### src/rtl/video_timing_pkg.sv
// Shared video timing types and default resolution constants.
package video_timing_pkg;

  // Sync detector lock state.
  typedef enum logic [1:0] {
    StSearch,
    StMeasure,
    StLocked
  } det_state_e;

  localparam int unsigned DefResH      = 1920;
  localparam int unsigned DefResV      = 1080;
  localparam int unsigned DefBusWidth  = 11;
  localparam int unsigned DefLockCount = 4;

endpackage

### src/rtl/sat_counter.sv
// Up-counter with synchronous clear and enable that holds at all-ones instead of wrapping.
module sat_counter #(
  parameter int unsigned width = 11
) (
  input  logic             clock,
  input  logic             reset,
  input  logic             clear,
  input  logic             enable,
  output logic [width-1:0] count
);

  // Clear has priority over counting; saturate at all-ones.
  always_ff @(posedge clock) begin
    if (reset || clear) begin
      count <= '0;
    end else if (enable && (count != '1)) begin
      count <= count + width'(1);
    end
  end

endmodule

### src/rtl/hsync_detector.sv
// Horizontal sync detector: measures line period, locks after a run of correct lines and
// reports the current pixel position. Define VCOUNT_EN to add vertical line counting
// (vSyncIn / pixelY).
module hsync_detector
  import video_timing_pkg::*;
#(
  parameter int unsigned busWidth      = DefBusWidth,
  parameter int unsigned resHorizontal = DefResH,
  parameter int unsigned lockCount     = DefLockCount
) (
  input  logic                clock,
  input  logic                reset,
  input  logic                hSyncIn,
  output logic [busWidth-1:0] pixelX,
  output logic [busWidth-1:0] lineLength,
  output logic                locked,
  output logic                lineStart,
  output logic                lockLost
`ifdef VCOUNT_EN
  ,
  input  logic                vSyncIn,
  output logic [busWidth-1:0] pixelY
`endif
);

  localparam logic [busWidth-1:0] ResH       = busWidth'(resHorizontal);
  // First count value at which a locked line is known to have lost its pulse.
  localparam logic [busWidth-1:0] ResHMissed = busWidth'(resHorizontal + 1);
  localparam logic [3:0]          LockTarget = 4'(lockCount);

  det_state_e          state_q, state_d;
  logic [3:0]          match_cnt_q, match_cnt_d;
  logic [busWidth-1:0] hcount;
  logic                hcount_match;
  logic                line_start_d, lock_lost_d;

  // Every high cycle of hSyncIn restarts the line count.
  sat_counter #(
    .width(busWidth)
  ) u_hcount (
    .clock (clock),
    .reset (reset),
    .clear (hSyncIn),
    .enable(1'b1),
    .count (hcount)
  );

  assign hcount_match = (hcount == ResH);
  assign pixelX       = hcount;
  assign locked       = (state_q == StLocked);

  // Lock FSM next-state and pulse decode.
  always_comb begin
    state_d      = state_q;
    match_cnt_d  = match_cnt_q;
    line_start_d = 1'b0;
    lock_lost_d  = 1'b0;
    unique case (state_q)
      StSearch: begin
        // First pulse only establishes a line origin.
        if (hSyncIn) begin
          state_d     = StMeasure;
          match_cnt_d = '0;
        end
      end
      StMeasure: begin
        if (hSyncIn) begin
          if (hcount_match) begin
            if ((match_cnt_q + 4'd1) == LockTarget) begin
              state_d     = StLocked;
              match_cnt_d = '0;
            end else begin
              match_cnt_d = match_cnt_q + 4'd1;
            end
          end else begin
            match_cnt_d = '0;
          end
        end
      end
      StLocked: begin
        if (hSyncIn) begin
          if (hcount_match) begin
            line_start_d = 1'b1;
          end else begin
            state_d     = StMeasure;
            match_cnt_d = '0;
            lock_lost_d = 1'b1;
          end
        end else if (hcount == ResHMissed) begin
          state_d     = StMeasure;
          match_cnt_d = '0;
          lock_lost_d = 1'b1;
        end
      end
      default: begin
        state_d     = StSearch;
        match_cnt_d = '0;
      end
    endcase
  end

  // State, captured line length and registered pulses.
  always_ff @(posedge clock) begin
    if (reset) begin
      state_q     <= StSearch;
      match_cnt_q <= '0;
      lineLength  <= '0;
      lineStart   <= 1'b0;
      lockLost    <= 1'b0;
    end else begin
      state_q     <= state_d;
      match_cnt_q <= match_cnt_d;
      lineStart   <= line_start_d;
      lockLost    <= lock_lost_d;
      if (hSyncIn) begin
        lineLength <= hcount;
      end
    end
  end

`ifdef VCOUNT_EN
  logic vcount_clear, vcount_inc;

  // Held at zero whenever the next state is not LOCKED; vSyncIn beats a coincident hSyncIn.
  assign vcount_clear = vSyncIn || (state_d != StLocked);
  assign vcount_inc   = (state_q == StLocked) && hSyncIn && hcount_match;

  sat_counter #(
    .width(busWidth)
  ) u_vcount (
    .clock (clock),
    .reset (reset),
    .clear (vcount_clear),
    .enable(vcount_inc),
    .count (pixelY)
  );
`endif

endmodule
### config.mk
export PLATFORM = sky130hd
export DESIGN_NAME = hsync_detector
export DESIGN_NICKNAME = d
export VERILOG_FILES = /design/src/rtl/video_timing_pkg.sv /design/src/rtl/sat_counter.sv /design/src/rtl/hsync_detector.sv
export SDC_FILE = /design/constraint.sdc
export NUM_CORES = 1
export LEC_CHECK = 0
export ABC_AREA = 1
export CORE_MARGIN = 5
export CORE_UTILIZATION = 46
export CTS_CLUSTER_DIAMETER = 200
export CTS_CLUSTER_SIZE = 25
export DETAILED_ROUTE_END_ITERATION = 8
export PLACE_DENSITY = 0.71
export SLEW_MARGIN = 20
export SYNTH_ARGS = -nofsm -noshare
export SYNTH_HDL_FRONTEND = slang
export SYNTH_HIERARCHICAL = 1
export SYNTH_SLANG_ARGS = --single-unit
### constraint.sdc
create_clock -name clock -period 1.5 [get_ports clock]
set_clock_uncertainty 0.05 [all_clocks]
set_input_delay 0.375 -clock clock [delete_from_list [all_inputs] [get_ports clock]]
set_output_delay 0.375 -clock clock [all_outputs]
set_load 0.01 [all_outputs]
==> impl_metrics.py, run 1 <==
metrics = {
    "outcome": {
        "outcome": "finished clean",
    },
    "placement": {
        "dp_hpwl_mm": 2.75,
        "placed_area_um2": 2050,
        "gp_congestion": 0.824,
        "dp.cells": 317,
        "pre_cts_slack_ps": -255,
        "io_buffers": 27,
    },
    "power_and_ir_drop": {
        "power_density_nw_per_um2": 845,
        "leakagePower_nw": 1.07,
        "vdd_drop_max_v": 0.000619,
        "finalPower_w": 0.00199,
    },
    "routing": {
        "wl_per_cell_um": 12.1,
        "ant_nets": 0,
        "viasPerCell": 4.87,
        "drc": 0,
        "wirelength_mm": 4.06,
        "drtIter0Drc": 46,
        "firstDrtPassIters": 4,
        "num_vias": 1636,
    },
    "sta": {
        "tns_ps": 0,
        "min_period_ps": 1480,
        "finalHoldViolCount": 0,
        "finalWorstSetupSlack_ps": 17.9,
        "rsz0062_at_grt": "true",
        "drv_slew": 0,
        "setup_viol": 0,
        "fin_crit_sh": 0.988,
        "fmaxAchievable_ghz": 0.675,
    },
    "floorplanning": {
        "die_area_um2": 4770,
        "die_h_um": 69.1,
        "fp.dieW_um": 69.1,
        "num_rows": 21,
        "ios": 28,
        "core_um2": 3360,
        "start_util": 0.478,
    },
    "global_route": {
        "gr-usage-met1": 0.184,
        "grt-ovfl-total": 0,
        "track_usage": 0.160,
        "met2_usage": 0.278,
        "grt_antenna_before_repair": 0,
        "grt_max_degree": 18,
        "globalRoute.busiestLayer": "met2",
        "met3_usage": 0.0567,
        "grt_pass1_wl_mm": 6.31,
        "first_global_vias": 1472,
    },
    "critical_path": {
        "ff2ff_setup_slack_ps": 20,
        "worst_setup_path_start_kind": "register",
        "path_class": "reg2reg",
        "crit-reg2reg-launch": "match_cnt_q[1]$_SDFFE_PP0P_",
        "arrival_ps": 1660,
        "required_ps": 1680,
        "crit_start": "match_cnt_q[1]$_SDFFE_PP0P_",
        "worst_setup_path_end_kind": "register",
        "crit_fanout": 3,
    },
    "finish": {
        "final_common_cell": "nor2_1",
        "n_fill_cell": 309,
        "nets": 295,
        "final_cells": 336,
        "syn_to_final_growth_pct": 46.5,
        "n_antenna_cell": 0,
        "final_cell_mix": "46 x nor2_1, 31 x nand2_1, 25 x buf_4, 21 x dlygate4sd2_1, 18 x inv_1",
        "stdcell_area_um2": 2350,
        "drive_gt1_frac": 0.355,
    },
    "synthesis": {
        "yosys_most_used_dff": "dfxtp_1",
        "synth_area_um2": 1610,
        "yosysWarnings": 6,
        "asyncSetResetFlopFracSynth": 0,
        "seq_area_frac_synth": 0.374,
        "synth_area_leader_cell": "dfxtp_1",
        "synth_cell_types": 29,
        "synth_top_area_share": 0.374,
        "synthTopCellsByArea": "dfxtp_1 37%, nor2_1 11%, nand2_1 9.6%",
        "syn_avg_cell_area_um2": 6.95,
        "syn-instance-count": 231,
        "synth_nets": 237,
        "synth_edf_count": 0,
        "synth_seq_cells": 30,
    },
    "clock_tree": {
        "numCtsBuffers": 5,
        "postCtsHoldBufs": 0,
        "root_buffer": "clkbuf_4",
        "clock_path_buffers": 2,
        "insertion_delay_ps": 330,
        "cts_tree": "yes",
        "h-tree-depth": 2,
        "path_clk_slew_ps": 100,
        "clkSinkCount": 30,
    },
    "min_path": {
        "hp-start": "u_hcount/count[2]$_SDFFE_PP0P_",
        "hp-class": "reg2reg",
    },
    "run": {
        "cap_violations": 0,
    },
}
## layer usage
metal  part of all wire  vias to the layer above
li1                   -                      848
met5                  0                        -
met4              0.023                        0
met1               0.45                      733
met2               0.48                       44
met3              0.045                       11
## timing repair
item                                   4_1_cts  5_1_grt
resized for setup                           42       39
buffers inserted                             1        8
endpoints found under the hold margin        0        0
pin swaps                                    0       18
cloned                                       0        2
setup endpoints to repair                   30       17
## cells in the mapped netlist (2+ instances only)
library cell and number:
nand3_4 2, a21oi_1 15, inv_1 20, nand2_2 7, dfxtp_1 30, nor2_2 6
buf_6 2, inv_2 7, ha_1 3, nor3_1 4, nor2_4 2, nand3_1 12
buf_2 2, nor2_1 48, a21oi_2 3, nand2_1 41, nand3_2 3, o21ai_0 11
nand4_1 3
## flip-flops by register name, indices dropped and copies added, names as in the netlist
register / cells
lineLength: 11
lockLost: 1
u_hcount/count: 11
state_q: 2
match_cnt_q: 4
lineStart: 1
## report_power, final
group | internal [W] | total (W) | switching (W) | leakage, nW
registers | 0.000819 | 0.000845 | 0.0000253 | 0.254
logic | 0.000129 | 0.000283 | 0.000153 | 0.760
clock network | 0.000565 | 0.000862 | 0.000297 | 0.0585
## path summary, 6_finish.rpt
| check | endpoint | cells after the start |
|---|---|---|
| hold reg to reg | lineLength[2]$_SDFFE_PP0P_ | 2 |
| setup / recovery | state_q[0]$_SDFFE_PP0P_ | 9 |
| setup reg to reg | state_q[0]$_SDFFE_PP0P_ | 9 |
| hold / removal | lineLength[2]$_SDFFE_PP0P_ | 2 |
## stage by stage
step                      hold WS, ps  utilization
after floorplan                   387            -
after global placement            432        0.608
after detailed placement          433        0.608
after CTS                         452        0.640
after global routing              451        0.700
final                             453        0.700
## cell type report
class                           instances  area [um2]  area share
Clock inverter                          2        60.1      0.0255
Clock buffer                            6        51.3      0.0218
Sequential cell                        30         638       0.271
Tap cell                               46        57.6      0.0245
Inverter                               29         111      0.0473
Timing Repair Buffer                   55         472       0.200
Multi-Input combinational cell        168         963       0.409
## cells by family (layout without fill, tap and decap cells)
logic type	Yosys count	after routing	synth area share
buffers and inverters	35	92	0.0966
flip-flops	30	30	0.374
other	1	1	0.00233
AND/OR/NAND/NOR	131	133	0.399
adder cells (fa/ha/maj)	3	3	0.0234
AO/OA/AOI/OAI	31	31	0.105
## critical path, cell delays in order (launching register included)
cell and delay (ps):
dfxtp_4 380, buf_6 90, buf_4 100, nand4_1 120
nand2_2 120, nand2_2 80, nor2_2 130, nor2_1 60
nor3_1 170, nor2_1 60
Power figures use the tool's default switching activity.
==> inputs of run 2 (changes only) <==
- CAP_MARGIN: not set -> 0
==> results of run 2 <==
No change in the layout: final DEF, timing and power equal those of run 1.
